<file path="src/rtl/hacd_pkg.sv">
// Shared HAWK control-unit package: table-read packet types, the 8-byte byteswap
// helper and an entry-size-generic slot extractor.
package hacd_pkg;

    localparam int LINE_BYTES  = 64;
    localparam int LINE_W      = 512;
    localparam int MAX_ENTRY_W = 128;

    typedef struct packed {
        logic [23:0] idx;
        logic [63:0] base;
        logic        valid;
    } tbl_rd_reqpkt_t;

    typedef struct packed {
        logic [MAX_ENTRY_W-1:0] entry;
        logic                   err;
        logic                   valid;
    } tbl_rd_rsppkt_t;

    function automatic logic [LINE_W-1:0] bswap64_line(input logic [LINE_W-1:0] line);
        logic [LINE_W-1:0] res;
        res = '0;
        for (int w = 0; w < LINE_W / 64; w++) begin
            for (int b = 0; b < 8; b++) begin
                res[w*64 + b*8 +: 8] = line[w*64 + (7-b)*8 +: 8];
            end
        end
        return res;
    endfunction

    // Result is right-aligned; bits above entry_bytes*8 are zero.
    function automatic logic [MAX_ENTRY_W-1:0] extract_slot(input logic [LINE_W-1:0] line,
                                                            input int unsigned entry_bytes,
                                                            input logic [5:0] slot);
        logic [LINE_W-1:0]      shifted;
        logic [MAX_ENTRY_W-1:0] res;
        shifted = line >> (32'(slot) * entry_bytes * 32'd8);
        res     = shifted[MAX_ENTRY_W-1:0];
        if (entry_bytes == 8) begin
            res[MAX_ENTRY_W-1:64] = '0;
        end
        return res;
    endfunction

endpackage

</file>
<file path="src/rtl/hawk_line_buf.sv">
// Single-cacheline buffer holding the most recently fetched table line and its tag.
module hawk_line_buf #(
    parameter int ADDR_W = 64,
    parameter int DATA_W = 512
) (
    input  logic              clk,
    input  logic              rst,
    input  logic              fill,
    input  logic [ADDR_W-1:0] fill_tag,
    input  logic [DATA_W-1:0] fill_data,
    input  logic              inval,
    output logic              valid,
    output logic [ADDR_W-1:0] tag,
    output logic [DATA_W-1:0] data
);

    // An invalidate arriving together with a fill wins: the fetched copy may be stale.
    always_ff @(posedge clk or posedge rst) begin
        if (rst) begin
            valid <= 1'b0;
            tag   <= '0;
            data  <= '0;
        end else if (inval) begin
            valid <= 1'b0;
        end else if (fill) begin
            valid <= 1'b1;
            tag   <= fill_tag;
            data  <= fill_data;
        end
    end

endmodule

</file>
<file path="src/rtl/hawk_tbl_entry_rdr.sv">
// Table-entry reader: fetches the cacheline holding an ATT/list entry over a single-beat
// AXI read, byteswaps it and returns the addressed entry; one-line buffer for reuse.
module hawk_tbl_entry_rdr
    import hacd_pkg::*;
#(
    parameter int ENTRY_BYTES = 8,
    parameter int IDX_W       = 24,
    parameter int ADDR_W      = 64,
    parameter int DATA_W      = 512,
    parameter int LEN_W       = 8,
    parameter int BYTESWAP    = 1,
    parameter int LINEBUF_EN  = 1
) (
    input  logic                     clk_i,
    input  logic                     rst_i,
    input  logic                     req_valid_i,
    output logic                     req_ready_o,
    input  logic [IDX_W-1:0]         req_idx_i,
    input  logic [ADDR_W-1:0]        base_addr_i,
    input  logic                     inval_i,
    output logic                     rsp_valid_o,
    input  logic                     rsp_ready_i,
    output logic [ENTRY_BYTES*8-1:0] rsp_entry_o,
    output logic                     rsp_err_o,
    output logic [ADDR_W-1:0]        araddr_o,
    output logic [LEN_W-1:0]         arlen_o,
    output logic                     arvalid_o,
    input  logic                     arready_i,
    input  logic [DATA_W-1:0]        rdata_i,
    input  logic [1:0]               rresp_i,
    input  logic                     rvalid_i,
    input  logic                     rlast_i,
    output logic                     rready_o
);

    localparam int EW     = ENTRY_BYTES * 8;
    localparam int SLOT_W = $clog2(LINE_BYTES / ENTRY_BYTES);

    typedef enum logic [1:0] {IDLE, AR, R, RSP} state_t;

    state_t              state_q, state_d;
    logic                ready_en_q;
    logic [ADDR_W-1:0]   line_addr_q;
    logic [SLOT_W-1:0]   slot_q;
    logic                got_beat_q;
    logic [DATA_W-1:0]   cap_q;
    logic [1:0]          resp_q;
    logic [EW-1:0]       entry_q;
    logic                err_q;

    logic [ADDR_W-1:0]      offset, line_addr_d;
    logic [SLOT_W-1:0]      slot_d;
    logic [DATA_W-1:0]      line_in, beat_line;
    logic [1:0]             beat_resp;
    logic                   beat, last_beat, beat_err, accept, hit;
    logic [MAX_ENTRY_W-1:0] hit_ext, beat_ext;
    logic                   buf_valid;
    logic [ADDR_W-1:0]      buf_tag;
    logic [DATA_W-1:0]      buf_data;

    assign offset      = ADDR_W'(req_idx_i) * ADDR_W'(ENTRY_BYTES);
    assign line_addr_d = base_addr_i + (offset & ~ADDR_W'(63));
    assign slot_d      = req_idx_i[SLOT_W-1:0];

    assign line_in   = (BYTESWAP != 0) ? bswap64_line(rdata_i) : rdata_i;
    assign beat      = (state_q == R) && rvalid_i;
    assign last_beat = beat && rlast_i;
    // Only the first R beat carries the line; a single-beat burst is used straight off the bus.
    assign beat_line = got_beat_q ? cap_q : line_in;
    assign beat_resp = got_beat_q ? resp_q : rresp_i;
    assign beat_err  = (beat_resp != 2'b00);

    assign accept = req_valid_i && req_ready_o;
    assign hit    = (LINEBUF_EN != 0) && buf_valid && (buf_tag == line_addr_d) && !inval_i;

    assign hit_ext  = extract_slot(buf_data, ENTRY_BYTES, 6'(slot_d));
    assign beat_ext = extract_slot(beat_line, ENTRY_BYTES, 6'(slot_q));

    hawk_line_buf #(
        .ADDR_W (ADDR_W),
        .DATA_W (DATA_W)
    ) u_line_buf (
        .clk       (clk_i),
        .rst       (rst_i),
        .fill      (last_beat && !beat_err && (LINEBUF_EN != 0)),
        .fill_tag  (line_addr_q),
        .fill_data (beat_line),
        .inval     (inval_i || (last_beat && beat_err)),
        .valid     (buf_valid),
        .tag       (buf_tag),
        .data      (buf_data)
    );

    always_ff @(posedge clk_i or posedge rst_i) begin
        if (rst_i) begin
            state_q <= IDLE;
        end else begin
            state_q <= state_d;
        end
    end

    always_comb begin
        state_d     = state_q;
        req_ready_o = 1'b0;
        arvalid_o   = 1'b0;
        rready_o    = 1'b0;
        rsp_valid_o = 1'b0;
        case (state_q)
            IDLE: begin
                req_ready_o = ready_en_q;
                if (req_valid_i && ready_en_q) begin
                    state_d = hit ? RSP : AR;
                end
            end
            AR: begin
                arvalid_o = 1'b1;
                if (arready_i) state_d = R;
            end
            R: begin
                rready_o = 1'b1;
                if (rvalid_i && rlast_i) state_d = RSP;
            end
            RSP: begin
                rsp_valid_o = 1'b1;
                if (rsp_ready_i) state_d = IDLE;
            end
            default: state_d = IDLE;
        endcase
    end

    // ready_en_q keeps req_ready_o low until the first clock after reset release.
    always_ff @(posedge clk_i or posedge rst_i) begin
        if (rst_i) begin
            ready_en_q  <= 1'b0;
            line_addr_q <= '0;
            slot_q      <= '0;
            got_beat_q  <= 1'b0;
            cap_q       <= '0;
            resp_q      <= 2'b00;
            entry_q     <= '0;
            err_q       <= 1'b0;
        end else begin
            ready_en_q <= 1'b1;
            if (accept) begin
                line_addr_q <= line_addr_d;
                slot_q      <= slot_d;
                got_beat_q  <= 1'b0;
                if (hit) begin
                    entry_q <= hit_ext[EW-1:0];
                    err_q   <= 1'b0;
                end
            end
            if (beat && !got_beat_q) begin
                cap_q      <= line_in;
                resp_q     <= rresp_i;
                got_beat_q <= 1'b1;
            end
            if (last_beat) begin
                err_q   <= beat_err;
                entry_q <= beat_err ? '0 : beat_ext[EW-1:0];
            end
        end
    end

    assign araddr_o    = line_addr_q;
    assign arlen_o     = '0;
    assign rsp_entry_o = entry_q;
    assign rsp_err_o   = err_q;

endmodule

</file>
<file path="config.mk">
export PLATFORM = sky130hd
export DESIGN_NAME = hawk_tbl_entry_rdr
export DESIGN_NICKNAME = d
export VERILOG_FILES = /design/src/rtl/hacd_pkg.sv /design/src/rtl/hawk_line_buf.sv /design/src/rtl/hawk_tbl_entry_rdr.sv
export SDC_FILE = /design/constraint.sdc
export NUM_CORES = 2
export LEC_CHECK = 0
export CAP_MARGIN = 30
export CELL_PAD_IN_SITES_DETAIL_PLACEMENT = 1
export CELL_PAD_IN_SITES_GLOBAL_PLACEMENT = 1
export CORE_MARGIN = 5
export CORE_UTILIZATION = 45
export DETAILED_ROUTE_END_ITERATION = 6
export GPL_TIMING_DRIVEN = 0
export HOLD_SLACK_MARGIN = 0.12
export PLACE_DENSITY = 0.84
export SLEW_MARGIN = 15
export SYNTH_ARGS = -nofsm -noshare
export SYNTH_HDL_FRONTEND = slang
export SYNTH_SLANG_ARGS = --single-unit
export TNS_END_PERCENT = 30
</file>
<file path="constraint.sdc">
create_clock -name clk_i -period 46.2 [get_ports clk_i]
set_clock_uncertainty 0.05 [all_clocks]
set_input_delay 4.62 -clock clk_i [delete_from_list [all_inputs] [get_ports clk_i]]
set_output_delay 4.62 -clock clk_i [all_outputs]
set_load 0.05 [all_outputs]
</file>
Word-level counts from Yosys, hierarchy flattened --
Cells that the tools add are included.
Cells by class: $add $sub $neg 1, $mul 0, div/mod/pow operators 0, magnitude comparators 0, equal/unequal tests 8, shift-type cells 2, multiplexer cells 23, bitwise operators 1, reductions and logical operators 23
Operator list (number):
- $shr 512x9->64 | 2
- $mux 512 | 1
- $mux 64 | 4
- $add 64x27->64 | 1
- $eq 64x64->1 | 1
- $mux 2 | 6
- $mux 1 | 11
- $logic_and 1x1->1 | 10
- $reduce_bool 2->1 | 5
- $pmux 2 s4 | 1
- $ne 2x2->1 const B | 3
- $eq 2x2->1 const B | 2
- $reduce_and 2->1 | 2
- $reduce_and 4->1 | 1
- $logic_not 1->1 | 3
- $eq 2x1->1 const B | 1
- $logic_not 2->1 | 1
- $ne 2x1->1 const B | 1
- $logic_or 1x1->1 | 1
- $not 1->1 | 1
Storage, ports and cells: register bits after elaboration 1227, bits in latches 0, memory bits (writable) 0, ROM bits 0, input bits 610, memories kept 0

Depth between registers and ports, before layout --
word-level depth 7, depth in mapped cells 17

By module --
A second synthesis with hierarchy kept.
Second synthesis, totals: cells, all modules 4897, area total of the unflattened synthesis 68489.4 sq um
By module, submodules not included:
- hawk_tbl_entry_rdr | times used 1, cells each 3676, area an instance 44297.5 sq um, sequential area each 16265.6 sq um
- hawk_line_buf | times used 1, cells each 1221, area an instance 24192.0 sq um, sequential area each 14438.8 sq um

Worst setup path before layout --
OpenSTA, ideal clock, no wires.
path kind input -> register, start point input req_idx_i[3], end point register entry_q[0] (netlist: rsp_entry_o[0]), library setup time 0.135 ns, arrival time 8.056 ns, setup slack 37.960 ns, cell stages on the path 14, path through ha_1 -> fa_1 -> a211oi_2 -> nor2_1 -> a221oi_2 -> nor3_1 -> a2111oi_2 -> nand4_1 -> or4_4 -> nor4_4 -> nand4_2 -> clkbuf_1 -> o21ai_0 -> o22ai_1
On the way: word-level cells in the longest chain between the ends 6
Ends and longest elaborated chain:
- start: declaration | RTL line hawk_tbl_entry_rdr.sv:18 | input logic [IDX_W-1:0] req_idx_i,
- $add 64x27->64 | RTL line hawk_tbl_entry_rdr.sv:62 | assign line_addr_d = base_addr_i + (offset & ~ADDR_W'(63));
- $eq 64x64->1 | RTL line hawk_tbl_entry_rdr.sv:74 | assign hit = (LINEBUF_EN != 0) && buf_valid && (buf_tag == line_addr_d) && !inval_i;
- $logic_and 1x1->1 (2 in series) | RTL line hawk_tbl_entry_rdr.sv:74
- $reduce_bool 2->1 (no source line)
- $reduce_and 2->1 (no source line)
- end signal: assignment | RTL line hawk_tbl_entry_rdr.sv:149 | entry_q <= hit_ext[EW-1:0];
- end signal: assignment | RTL line hawk_tbl_entry_rdr.sv:160 | entry_q <= beat_err ? '0 : beat_ext[EW-1:0];
- end: declaration | RTL line hawk_tbl_entry_rdr.sv:48 | logic [EW-1:0] entry_q;
No other way between the ends. A chain may end at the register's enable or synchronous reset.

Worst setup path after layout --
start point input req_idx_i[3], end point register entry_q[43] (netlist: rsp_entry_o[43])
Same word-level chain as after synthesis.

==> run summary <==
Final HPWL DP: 214 mm
Cells after synthesis: 5,460
#FFs+latches synth: 1,227
Final Core Density: 56.5%
CTS buffer count: 141
Pre-CTS setup slack: 35.31 ns
RSZ-0062 raised after global routing: no
DRC viols: 0
Site row count: 136
Hold Slack: 0.454 ns
Synthesized area: 62,100 um2
Syn avg cell area: 11.4 um2
Slew @ Worst Pin: 1.10 ns
Placer congestion estimate: 0.953
DRT Wirelength: 279 mm
Initial Util: 45.2%
Vias in the first global route: 56,762
Synth Flop Type: dfrtp_1
Nets@finish: 7,028
H-Tree Level Count: 4
Total die area: 146,000 um2
Synth unique cells: 96
Final worst-path setup slack: 35.97 ns
Share of layout cells above drive strength 1: 18.8%
Post-CTS Setup Inserts: 0
Vias per inst: 6.33
Vias: 52,751
CTS tree: done
Routed wire per std cell: 33.5 um
Synth Warn #: 0
Post-synth EDFFs: 0
DR pass1 iterations: 6
First-pass GRT wire length: 398 mm
GRT overflow: 0
Sequential Area: 30,700 um2
Die width: 381 um
Multi-input logic area: 29,600 um2
Maximum clock path buffer count: 3
Total track usage: 37.3%
Final hold vios: 0
Largest net degree at the start of global routing: 107
Pleak: 33.5 nW
Max Fanout on Critical Path: 10
Crit path required time: 46.79 ns
Seq/Total Area, Yosys: 49.4%
Initial antenna violation count: 53
Worst VDD drop: 0.0321 mV
Final number of setup-violating endpoints: 0
CP Data Arrival Time: 10.82 ns
Min-delay worst type: flip-flop to flip-flop
Hold_buf cts: 0
Clock Sinks: 1,227
Async set-reset flop share out of synthesis: 100%
Fillers: 14,320
Most frequent cells in the layout: dfrtp_1, clkdlybuf4s50_1, a21oi_1
Status: finished clean
Type of origin of the critical path: input port
Commonest non-fill, non-tap cell in the layout: dfrtp_1
Resized Gates After CTS: 0
Die Ht: 381 um
Max-Slew Margin vs Limit: 26.3%
Endpoint type of the worst setup path: flip-flop
Tcrit/Tclk final: 22.1%
Slew Limit Fails: 0
I/O Buffers: 727
IO Count: 751
CP Class: input port to flip-flop
PwrDens: 73.6 nW/um2
Max Cap Violations: 0
Area Growth Syn to Fin: 25.0%
Starting DRC count in detailed routing: 4,912
Setup TNS: 0 ns
Routed Antenna Nets: 0
Core box area: 137,000 um2
F_max: 97.7 MHz
Worst-skew pair later-pin latency: 0.79 ns
Fin crit period: 10.23 ns
Clock root cell: clkbuf_16
Clock slew at the register clock pins of the worst setup and hold paths: 0.06 ns
==> critical path, cell delays in order <==
cell             delay (ns)
clkdlybuf4s50_1        0.41
ha_1                   0.25
fa_1                   0.47
a211oi_2               0.31
nor2_1                 0.17
a221oi_2               0.69
o21ai_0                0.37
o21a_1                 0.35
a211oi_1               0.57
nand4_1                0.39
nor4_4                 0.40
nand4_2                0.76
clkbuf_1               0.52
o21ai_0                0.38
o22ai_1                0.11
==> layout make-up <==
class,instances,area share (%)
Tap cell,1794,2.89
Buffer,430,2.26
Clock inverter,47,0.920
Timing Repair Buffer,781,10.5
Multi-Input combinational cell,3794,38.2
Sequential cell,1227,39.6
Clock buffer,202,5.47
Antenna cell,39,0.126
Inverter,16,0.0870
==> synth_stat cells, drive strengths merged, types with 26 or more instances <==
master	instances	area share, %
xnor2	70	0.99
mux2i	578	9.3
and2	71	0.72
nor2	624	3.8
a31o	63	0.89
mux2	579	11
a211oi	72	0.89
clkbuf	310	1.9
a21oi	683	5.5
ha	26	0.52
dfrtp	1227	49
o21ai	142	1.2
buf	120	0.90
nand2	350	2.1
o22ai	70	0.71
mux4	194	7.0
xor2	43	0.61
nand4	31	0.36
==> through the flow <==
step                      std cells  total power [mW]  area (um2)
after floorplan                5467              3.46       62100
after detailed placement       8026              4.41       72400
after global placement         7988              4.27       71600
after CTS                      8275              5.65       77400
after global routing           8308              5.92       77600
final                          8330              5.72       77600
==> where the power goes <==
part | internal (mW) | switching (mW)
combinational | 1.07 | 1.47
clock | 0.720 | 0.496
sequential | 1.60 | 0.366
==> registers in the layout, summed over array words and instances, names as in the netlist <==
| signal | count |
|---|---|
| cap_q | 512 |
| u_line_buf.tag | 64 |
| slot_q | 3 |
| resp_q | 2 |
| u_line_buf.data | 512 |
| rsp_err_o | 1 |
| ready_en_q | 1 |
| u_line_buf.valid | 1 |
| got_beat_q | 1 |
| rsp_entry_o | 64 |
| araddr_o | 64 |
| state_q | 2 |
==> cells by family after synthesis <==
family	after synthesis	share of synthesized area, %
muxes	1351	26.9
other	2	0.0121
buffers and inverters	446	2.88
adders and majority gates	27	0.556
AOI/OAI and AO/OA	1107	10.3
DFF	1227	49.4
xor gates and xnor gates	119	1.81
and+or+nand+nor	1181	8.15
==> per-layer routing <==
| metal | part of all wire, % | vias up | global-route usage, % |
|---|---|---|---|
| li1 | - | 21586 | - |
| met1 | 38 | 27490 | 45.6 |
| met2 | 46 | 2885 | 58.5 |
| met3 | 10 | 768 | 12.4 |
| met4 | 6.3 | 22 | 20.5 |
| met5 | 0.13 | - | 0 |
==> worst paths after layout <==
kind                              endpoint  slack, ns  cells past startpoint         start
min reg2reg                     cap_q[469]       0.45                      1    cap_q[469]
max in group asynchronous       cap_q[495]      39.45                      6         rst_i
max                        rsp_entry_o[43]      35.97                     15  req_idx_i[3]
min in group asynchronous       cap_q[141]       4.23                      2         rst_i
min                             cap_q[469]       0.45                      1    cap_q[469]
max reg2reg                     cap_q[222]      41.18                      8    got_beat_q
(Power assumes the default switching activity.)
